===== src/rtl/constraint_vec_checker_pkg.sv =====
// constraint_pkg: shared constraint mode enum, default sizes and saturating increment
// Ports: none (package)
package constraint_pkg;
  typedef enum logic {CM_NEQ = 1'b0, CM_EQ = 1'b1} cmode_t;
  localparam int DEF_W = 16;
  localparam int DEF_N = 4;
  localparam int DEF_CNT_W = 16;
  function automatic logic [31:0] sat_inc(input logic [31:0] v, input int w);
    logic [31:0] m;
    m = (w >= 32) ? '1 : (32'd1 << w) - 32'd1;
    return (v >= m) ? m : v + 32'd1;
  endfunction
endpackage


===== src/rtl/constraint_vec_checker_lane.sv =====
// constraint_lane: one channel's constant/mode registers and its combinational pass test
// Ports: clk, rst, i_we/i_const/i_mode (config write), i_data (channel data), o_pass
module constraint_lane import constraint_pkg::*; #(
  parameter int W = DEF_W
) (
  input  logic         clk,
  input  logic         rst,
  input  logic         i_we,
  input  logic [W-1:0] i_const,
  input  cmode_t       i_mode,
  input  logic [W-1:0] i_data,
  output logic         o_pass
);
  logic [W-1:0] r_const;
  cmode_t r_mode;
  logic [W-1:0] w_diff;
  always_ff @(posedge clk or posedge rst)
    if (rst) begin
      r_const <= '0;
      r_mode <= CM_NEQ;
    end else if (i_we) begin
      r_const <= i_const;
      r_mode <= i_mode;
    end
  assign w_diff = i_data - r_const;
  assign o_pass = (r_mode == CM_EQ) ? (w_diff == '0) : (w_diff != '0);
endmodule


===== config.mk =====
export PLATFORM = sky130hd
export DESIGN_NAME = constraint_lane
export DESIGN_NICKNAME = d
export VERILOG_FILES = /design/src/rtl/constraint_vec_checker_pkg.sv /design/src/rtl/constraint_vec_checker_lane.sv
export SDC_FILE = /design/constraint.sdc
export NUM_CORES = 1
export LEC_CHECK = 0
export ABC_CLOCK_PERIOD_IN_PS = 9220
export CELL_PAD_IN_SITES_DETAIL_PLACEMENT = 1
export CELL_PAD_IN_SITES_GLOBAL_PLACEMENT = 2
export CORE_MARGIN = 2
export CORE_UTILIZATION = 30
export CTS_CLUSTER_DIAMETER = 50
export DETAILED_ROUTE_END_ITERATION = 8
export PLACE_DENSITY = 0.94
export SYNTH_ARGS = -nofsm -noshare
export SYNTH_HDL_FRONTEND = slang
export SYNTH_SLANG_ARGS = --single-unit

===== constraint.sdc =====
create_clock -name clk -period 9.22 [get_ports clk]
set_input_delay 1.844 -clock clk [delete_from_list [all_inputs] [get_ports clk]]
set_output_delay 1.844 -clock clk [all_outputs]
set_load 0.03 [all_outputs]

==> results of run 1 <==
-- flip-flops by register name, indices dropped and copies added, names as in the netlist --
register  flops
r_const      16
r_mode        1
-- cell type report --
type	count	area share, %
Sequential cell	17	23.4
Clock inverter	1	0.275
Tap cell	52	3.58
Timing Repair Buffer	36	19.8
Clock buffer	3	2.27
Multi-Input combinational cell	124	46.5
Inverter	20	4.13
-- cell usage after synthesis (2+ instances only) --
| library cell | number | share of area [%] |
|---|---|---|
| o21ai_1 | 2 | 0.73 |
| nor2_1 | 5 | 1.4 |
| o21a_1 | 3 | 1.6 |
| nand2b_1 | 2 | 0.91 |
| a21oi_1 | 8 | 2.9 |
| ha_1 | 15 | 14 |
| o2111ai_1 | 2 | 1.3 |
| nand3_1 | 2 | 0.73 |
| nand2_1 | 23 | 6.3 |
| inv_1 | 19 | 5.2 |
| and2_1 | 3 | 1.4 |
| clkbuf_1 | 3 | 0.82 |
| o21ai_0 | 20 | 7.3 |
| mux2i_1 | 2 | 1.5 |
| a221oi_1 | 2 | 1.3 |
| xor2_1 | 2 | 1.3 |
| or4_1 | 2 | 1.1 |
| o211ai_1 | 4 | 2.2 |
| xnor2_1 | 2 | 1.3 |
| dfrtp_1 | 17 | 31 |
| mux2_2 | 3 | 2.5 |
| nor3_1 | 3 | 1.1 |
| o31ai_1 | 2 | 1.1 |
| nor2b_1 | 5 | 2.3 |
| nand4_1 | 2 | 0.91 |
-- layer usage --
layer | GRT usage (%) | wire length [microns]
met5 | 0 | 0
met2 | 25.3 | 1690
met1 | 17.4 | 1510
met4 | 3.77 | 28
met3 | 1.83 | 105
-- report_power, final --
| part | switching, mW | internal [mW] |
|---|---|---|
| Clock | 0.0303 | 0.0301 |
| Sequential | 0.00218 | 0.0812 |
| Combinational | 0.0467 | 0.0440 |
-- per-stage QoR --
step | utilization, % | setup WS, ps
2_1_floorplan | - | 3290
3_3_place_gp | 40.4 | 2240
3_5_place_dp | 40.4 | 2220
4_1_cts | 41.4 | 2220
5_1_grt | 41.4 | 2080
6_report | 41.4 | 2240
-- cell families (layout without fill, tap and decap cells) --
| logic type | count (synthesis) | in the layout | share of synthesized area (%) |
|---|---|---|---|
| AO/OA/AOI/OAI | 51 | 51 | 24.4 |
| XOR/XNOR | 4 | 4 | 2.55 |
| adder cells (fa/ha/maj) | 15 | 15 | 13.7 |
| buffers and inverters | 25 | 60 | 7.47 |
| flip-flops | 17 | 17 | 31.0 |
| multiplexers | 5 | 5 | 3.92 |
| AND/OR/NAND/NOR | 49 | 49 | 17.0 |
-- worst max-delay path by stage --
| stage | slack, ps | to | startpoint |
|---|---|---|---|
| 2_1_floorplan | 3290 | o_pass | i_data[11] |
| 3_3_place_gp | 2240 | o_pass | i_data[11] |
| 3_5_place_dp | 2220 | o_pass | i_data[11] |
| 4_1_cts | 2220 | o_pass | i_data[11] |
| 5_1_grt | 2080 | o_pass | i_data[5] |
| 6_report | 2240 | o_pass | i_data[11] |
==> impl_metrics.csv, run 1 <==
group,metric,value,unit
detailed_routing,drtPass1Iterations,4,
setup_path,r2r-end,"r_mode$_DFFE_PP0P_",
synthesis,avgSynthCellArea,8.27,sq um
cts,cts_made_buffers,3,
cells_and_area,final_cell_mix,"clkdlybuf4s50_1 (36), nand2_1 (23), o21ai_0 (20)",
timing,hold_ws,521,ps
timing,final_max_slew_viol_count,0,
worst_hold_path,hold_end,"r_const[0]$_DFFE_PP0P_",
detailed_routing,ant_nets,0,
setup_path,path_buf_inv,2,
global_route,grt_max_degree,32,
detailed_routing,dr.first_iter.drc_count,20,
global_route,track_usage,14.0,%
cells_and_area,mostFrequentLayoutCell,"clkdlybuf4s50_1",
synthesis,synth_nets,217,
cells_and_area,final_net_count,253,
timing,rsz0062_at_grt,"false",
detailed_routing,drc,0,
synthesis,synth_cells,166,
cts,clk_path_buf_depth,2,
cts,cts_root_buf,"clkbuf_8",
synthesis,syn_area,0.00137,sq mm
setup_path,end_kind,"output port",
global_route,grt_pass1_wl,5780,microns
global_route,grt_pass1_vias,1330,
floorplan,dieArea,0.00513,sq mm
detailed_routing,wl_per_cell,13.2,microns
setup_path,crit_top_cell,"clkdlybuf4s50_1",
global_route,grt_overflow,0,
setup_path,cp.arrival,5140,ps
run_status,outcome,"completed",
setup_path,cpPeakStageDelay,680,ps
cts,tritoncts,"done",
timing,hold_viol,0,
pwr,irDropWorstVdd,0.0776,mV
detailed_routing,viasPerCell,5.00,
placement,dp.cells,249,
setup_path,start_kind,"primary input",
placement,placed_cell_area,0.00177,sq mm
timing,final.setup.tns,0,ps
worst_hold_path,whs_path_depth,1,
cells_and_area,drive_gt1_share,4.98,%
timing,worst_slew_pin_slew,969,ps
cts,cts.sinks,17,
synthesis,ys_async_sr_fraction,100,%
setup_path,cp.depth,11,
synthesis,yosysSeqAreaShare,31.0,%
timing,finClkSkew,0,ps
setup_path,cp_slowest_cell,"clkdlybuf4s50_1",
cells_and_area,stdcell_count,253,
cts,ctsHoldBuffers,0,
synthesis,synth_edf_count,0,
setup_path,path_delay_family,"buffers and inverters",
setup_path,r2r-start,"r_mode$_DFFE_PP0P_",
synthesis,synth_ff_type,"dfrtp_1",
timing,relSlewSlack,35.2,%
cts,htreeDepth,1,
timing,finalSetupViolCount,0,
placement,portBuffers,36,
cts,postCtsSetupBuffers,0,
detailed_routing,wirelength,3330,microns
job,cap_violations,0,
setup_path,crit_path_cell_trace,"clkdlybuf4s50_1 -> ha_1 -> o21a_1 -> or4_1 -> nand2_1 -> nand4_1 -> a211oi_2 -> o2111ai_1 -> a2111oi_2 -> xnor2_1 -> clkdlybuf4s50_1",
synthesis,synth_warnings,0,
timing,fmax,0.143,GHz
cts,clkLatencyLatePin,250,ps
detailed_routing,vias,1266,
setup_path,crit_required,7380,ps
timing,finalCriticalPeriod,6980,ps
placement,place_congestion,0.802,
global_route,antenna_found_initial,0,
pwr,p_total,235,uW
floorplan,rows,24,
floorplan,start_util,31.3,%
cells_and_area,antennaDiodeCount,0,
synthesis,yosys_register_bits,17,
pwr,power_leakage,0.794,nW
timing,finalCritPeriodShare,75.7,%
cells_and_area,final_area,0.00182,sq mm
cts,cts_resized,0,
floorplan,fp.coreArea,0.00438,sq mm
floorplan,chipHeight,71.6,microns
setup_path,worst-r2r-setup-slack,8460,ps
floorplan,top_level_ports,37,
cells_and_area,multi_input_area,845,sq um
setup_path,crit_fanout,9,
pwr,power_density,129,mW/mm^2
setup_path,ff2ff_path_depth,1,
cells_and_area,regArea,425,sq um
cts,clkTransAtPathRegs,80,ps
worst_hold_path,min-delay-start,"r_const[0]$_DFFE_PP0P_",
setup_path,path_class,"primary input to output port",
placement,hpwl,2630,microns
cells_and_area,syn2layout_area_growth,32.4,%
worst_hold_path,hp-class,"flop to flop",
floorplan,die_w,71.6,microns
cells_and_area,fillers,549,
synthesis,synthDistinctLibCells,38,
Note: power is estimated with default switching activity, not from simulation.
==> inputs of run 2 (changes only) <==
--- a/config.mk
+++ b/config.mk
@@ -5,14 +5,14 @@
 export SDC_FILE = /design/constraint.sdc
 export NUM_CORES = 1
 export LEC_CHECK = 0
-export ABC_CLOCK_PERIOD_IN_PS = 9220
+export ABC_CLOCK_PERIOD_IN_PS = 6700
 export CELL_PAD_IN_SITES_DETAIL_PLACEMENT = 1
 export CELL_PAD_IN_SITES_GLOBAL_PLACEMENT = 2
 export CORE_MARGIN = 2
-export CORE_UTILIZATION = 30
+export CORE_UTILIZATION = 27
 export CTS_CLUSTER_DIAMETER = 50
 export DETAILED_ROUTE_END_ITERATION = 8
-export PLACE_DENSITY = 0.94
+export PLACE_DENSITY = 0.87
 export SYNTH_ARGS = -nofsm -noshare
 export SYNTH_HDL_FRONTEND = slang
 export SYNTH_SLANG_ARGS = --single-unit
==> constraint.sdc (replaced) <==
create_clock -name clk -period 6.7 [get_ports clk]
set_input_delay 1.34 -clock clk [delete_from_list [all_inputs] [get_ports clk]]
set_output_delay 1.34 -clock clk [all_outputs]
set_load 0.03 [all_outputs]
==> run 2 against run 1 <==
Clock power rose by 39%. Utilization fell by 3.3 points. Routed wire length rose by 2.0%. Power rose by 38%. Critical endpoint unchanged. Largest power group unchanged.
==> impl_metrics.csv, run 2 (same netlist as run 1, synthesis figures left out) <==
group,metric,value,unit
global_route,grt_overflow,0,
timing,finClkSkew,0,ps
cts,postCtsSetupBuffers,0,
timing,fmax,0.166,GHz
pwr,power_density,177,mW/mm^2
placement,portBuffers,36,
timing,worst_slew_pin_slew,984,ps
floorplan,top_level_ports,37,
global_route,grt_pass1_vias,1283,
timing,finalCriticalPeriod,6030,ps
cts,ctsHoldBuffers,0,
cts,clkTransAtPathRegs,80,ps
floorplan,chipHeight,75.3,microns
floorplan,fp.coreArea,0.00482,sq mm
setup_path,end_kind,"output port",
worst_hold_path,whs_path_depth,1,
setup_path,ff2ff_path_depth,1,
cells_and_area,antennaDiodeCount,0,
detailed_routing,vias,1277,
detailed_routing,dr.first_iter.drc_count,56,
cts,cts_root_buf,"clkbuf_8",
setup_path,start_kind,"primary input",
global_route,met1_usage,16.9,%
setup_path,crit_required,5360,ps
floorplan,die_w,75.3,microns
placement,place_congestion,0.750,
cts,clk_path_buf_depth,2,
cells_and_area,mostFrequentLayoutCell,"clkdlybuf4s50_1",
timing,hold_viol,0,
setup_path,crit_path_cell_trace,"clkdlybuf4s50_1 -> ha_1 -> o21a_1 -> or4_1 -> nand2_1 -> nand4_1 -> a211oi_2 -> o2111ai_1 -> a2111oi_2 -> xnor2_1 -> clkdlybuf4s50_1",
timing,finalSetupViolCount,0,
global_route,track_usage,13.4,%
cells_and_area,final_cell_mix,"clkdlybuf4s50_1 (36), nand2_1 (23), o21ai_0 (20)",
cts,tritoncts,"done",
setup_path,path_class,"primary input to output port",
setup_path,cp.depth,11,
setup_path,cpPeakStageDelay,680,ps
global_route,antenna_found_initial,0,
job,cap_violations,0,
cts,cts.sinks,17,
cells_and_area,drive_gt1_share,4.98,%
pwr,power_leakage,0.794,nW
floorplan,rows,25,
cells_and_area,regMostFlops,"r_const",
global_route,grt_use_met2,22.5,%
run_status,outcome,"completed",
cells_and_area,final_area,0.00184,sq mm
detailed_routing,wl_per_cell,12.7,microns
timing,relSlewSlack,34.2,%
cells_and_area,final_net_count,253,
global_route,grt_max_degree,32,
detailed_routing,wirelength,3390,microns
worst_hold_path,hp-class,"flop to flop",
setup_path,crit_fanout,9,
cells_and_area,largest_reg_flops,16,
detailed_routing,drtPass1Iterations,4,
setup_path,crit_top_cell,"clkdlybuf4s50_1",
detailed_routing,viasPerCell,4.76,
floorplan,dieArea,0.00567,sq mm
timing,rsz0062_at_grt,"false",
cells_and_area,syn2layout_area_growth,33.7,%
timing,final.setup.tns,0,ps
setup_path,cp.arrival,4690,ps
timing,finalCritPeriodShare,90.0,%
global_route,grt_pass1_wl,5740,microns
floorplan,start_util,28.5,%
global_route,use_met3,2.65,%
timing,final_max_slew_viol_count,0,
setup_path,path_buf_inv,2,
cts,clkLatencyLatePin,270,ps
cts,cts_resized,0,
detailed_routing,ant_nets,0,
placement,hpwl,2710,microns
setup_path,cp_slowest_cell,"clkdlybuf4s50_1",
cells_and_area,fin_util,38.1,%
cts,cts_made_buffers,3,
placement,placed_cell_area,0.00179,sq mm
pwr,irDropWorstVdd,0.0763,mV
setup_path,path_delay_family,"buffers and inverters",
cts,htreeDepth,1,
detailed_routing,drc,0,
cells_and_area,biggestRegsByFlops,"r_const x16, r_mode x1",
global_route,gr-max-usage-layer,"met2",
## run 2: cell counts in the layout (fill, tap and decap cells not counted)
No cell type changed its count.
## run 2: through the flow
stage               hold slack (ps)  setup slack (ps)  power (mW)  std cells
global route                    547               512       0.351        268
floorplan                       485              1780       0.202        166
finish                          511               672       0.324        268
detailed placement              502               680       0.243        264
global placement                496               709       0.241        264
CTS                             520               638       0.330        268
## run 2: per-layer routing
metal / vias to the layer above / wire, microns
li1: 659 / -
met1: 582 / 1550
met2: 31 / 1620
met3: 5 / 168
met4: 0 / 59
met5: - / 0
## run 2: where the power goes
| group | internal [mW] | total [mW] | switching (mW) |
|---|---|---|---|
| registers | 0.112 | 0.115 | 0.00314 |
| logic | 0.0606 | 0.125 | 0.0647 |
| clock network | 0.0415 | 0.0838 | 0.0422 |
## run 2: final timing paths
check	start	to	slack, ps
min in group asynchronous	rst	r_const[3]$_DFFE_PP0P_	1480
max in group asynchronous	rst	r_const[7]$_DFFE_PP0P_	4770
setup / recovery	i_data[11]	o_pass	670
hold / removal	r_const[0]$_DFFE_PP0P_	r_const[0]$_DFFE_PP0P_	510
hold reg to reg	r_const[0]$_DFFE_PP0P_	r_const[0]$_DFFE_PP0P_	510
setup reg to reg	r_const[15]$_DFFE_PP0P_	r_const[15]$_DFFE_PP0P_	5930
## run 2: area by class of cell
type	instances	area, sq um
fillers	593	2980
well taps	67	83.8
inverters	20	75.1
multi-input cells	124	845
clock inverters	1	5.00
repair buffers	36	360
flip-flops and latches	17	425
clock buffers	3	41.3
==> inputs of run 3 (changes only) <==
--- a/config.mk
+++ b/config.mk
@@ -8,6 +8,7 @@
 export ABC_CLOCK_PERIOD_IN_PS = 6700
 export CELL_PAD_IN_SITES_DETAIL_PLACEMENT = 1
 export CELL_PAD_IN_SITES_GLOBAL_PLACEMENT = 2
+export CORE_ASPECT_RATIO = 0.5
 export CORE_MARGIN = 2
 export CORE_UTILIZATION = 27
 export CTS_CLUSTER_DIAMETER = 50
==> run 3 against run 2 <==
Via count grew 1.9%. Setup slack worse by 22 ps. Cell count rose by 1.1%. Critical endpoint unchanged. Largest cell class unchanged.
==> impl_metrics.csv, run 3 (same netlist as run 1, synthesis figures left out) <==
group,metric,value,unit
detailed_routing,vias,1301,
cells_and_area,regMostFlops,"r_const",
setup_path,start_kind,"primary input",
timing,hold_viol,0,
cts,postCtsSetupBuffers,0,
setup_path,end_kind,"output port",
cells_and_area,syn2layout_area_growth,33.9,%
detailed_routing,dr.first_iter.drc_count,26,
floorplan,top_level_ports,37,
cts,cts_root_buf,"clkbuf_8",
detailed_routing,wl_per_cell,13.1,microns
placement,hpwl,2960,microns
cts,cts.sinks,17,
timing,final_max_slew_viol_count,0,
pwr,power_leakage,0.791,nW
global_route,grt_pass1_vias,1329,
timing,finClkSkew,0,ps
timing,finalCriticalPeriod,6050,ps
worst_hold_path,whs_path_depth,1,
floorplan,fp.coreArea,0.00491,sq mm
timing,fmax,0.165,GHz
detailed_routing,wirelength,3550,microns
worst_hold_path,hp-class,"flop to flop",
cells_and_area,final_net_count,253,
worst_hold_path,min-delay-start,"r_const[0]$_DFFE_PP0P_",
cells_and_area,biggestRegsByFlops,"r_const x16, r_mode x1",
floorplan,chipHeight,54.4,microns
timing,hold_ws,525,ps
timing,rsz0062_at_grt,"false",
global_route,grt_pass1_wl,6050,microns
cells_and_area,antennaDiodeCount,0,
floorplan,rows,18,
timing,final.setup.tns,0,ps
cts,clk_path_buf_depth,2,
pwr,power_density,174,mW/mm^2
timing,relSlewSlack,37.3,%
cells_and_area,final_cell_mix,"clkdlybuf4s50_1 (36), nand2_1 (23), o21ai_0 (20)",
worst_hold_path,hold_end,"r_const[0]$_DFFE_PP0P_",
timing,finalSetupViolCount,0,
detailed_routing,ant_nets,0,
cells_and_area,mostFrequentLayoutCell,"clkdlybuf4s50_1",
setup_path,r2r-start,"r_mode$_DFFE_PP0P_",
global_route,grt_max_degree,32,
pwr,irDropWorstVdd,0.0771,mV
cells_and_area,fillers,603,
global_route,antenna_found_initial,0,
detailed_routing,viasPerCell,4.80,
cts,clkTransAtPathRegs,70,ps
setup_path,worst-r2r-setup-slack,5910,ps
global_route,grt_overflow,0,
floorplan,die_w,105,microns
setup_path,cp.arrival,4710,ps
detailed_routing,drc,0,
timing,worst_slew_pin_slew,938,ps
floorplan,start_util,28.0,%
placement,portBuffers,36,
job,cap_violations,0,
run_status,outcome,"completed",
cts,clkLatencyLatePin,250,ps
cts,cts_resized,0,
setup_path,r2r-end,"r_mode$_DFFE_PP0P_",
timing,finalCritPeriodShare,90.3,%
cts,cts_made_buffers,3,
cells_and_area,drive_gt1_share,4.48,%
setup_path,ff2ff_path_depth,1,
cts,ctsHoldBuffers,0,
cts,htreeDepth,1,
global_route,track_usage,13.5,%
detailed_routing,drtPass1Iterations,4,
placement,place_congestion,0.757,
setup_path,path_class,"primary input to output port",
cells_and_area,largest_reg_flops,16,
cts,tritoncts,"done",
setup_path,crit_required,5360,ps
setup_path,crit_fanout,4,
floorplan,dieArea,0.00570,sq mm
## run 3: area by class of cell
| cell class | count | area (sq um) | area share, % |
|---|---|---|---|
| inverter | 20 | 75.1 | 4.08 |
| tap | 70 | 87.6 | 4.77 |
| sequential | 17 | 425 | 23.1 |
| clock buffer | 4 | 45.0 | 2.45 |
| multi-input combinational | 124 | 845 | 45.9 |
| timing repair buffer | 36 | 360 | 19.6 |
## run 3: metal layers
| layer | routed length (microns) | track usage, % | vias up |
|---|---|---|---|
| li1 | - | - | 657 |
| met1 | 1730 | 16.4 | 626 |
| met2 | 1710 | 25.6 | 16 |
| met3 | 100 | 2.98 | 2 |
| met4 | 19 | 2.67 | 0 |
| met5 | 0 | 0 | - |
## run 3: worst max-delay path, stage by stage
cell and delay [ps]:
clkdlybuf4s50_1 400, ha_1 330, and2_1 200, a221oi_1 410, o21ai_1 200, o31ai_1 440
a41oi_1 240, a2111oi_2 280, xnor2_1 170, clkdlybuf4s50_1 700
## run 3: where the power goes
| part | internal, mW | total (mW) | switching (mW) |
|---|---|---|---|
| clock network | 0.0422 | 0.0758 | 0.0337 |
| logic | 0.0606 | 0.128 | 0.0673 |
| registers | 0.112 | 0.115 | 0.00334 |
## run 3: metrics by stage
| stage | worst slack (ps) | power, mW | cell area [sq um] | utilization (%) | instances |
|---|---|---|---|---|---|
| 6_report | 649 | 0.319 | 1840 | 37.4 | 271 |
| 5_1_grt | 463 | 0.346 | 1840 | 37.4 | 271 |
| 4_1_cts | 688 | 0.323 | 1840 | 37.4 | 271 |
| 3_5_place_dp | 693 | 0.245 | 1790 | 36.5 | 267 |
| 3_3_place_gp | 773 | 0.241 | 1790 | 36.5 | 267 |
| 2_1_floorplan | 1780 | 0.202 | 1370 | - | 166 |
## run 3: how the worst max path moves through the flow
stage,start,to,cells after the start
4_1_cts,i_data[5],o_pass,10
3_3_place_gp,i_data[11],o_pass,11
3_5_place_dp,i_data[11],o_pass,11
6_report,i_data[6],o_pass,10
2_1_floorplan,i_data[11],o_pass,10
5_1_grt,i_data[6],o_pass,11
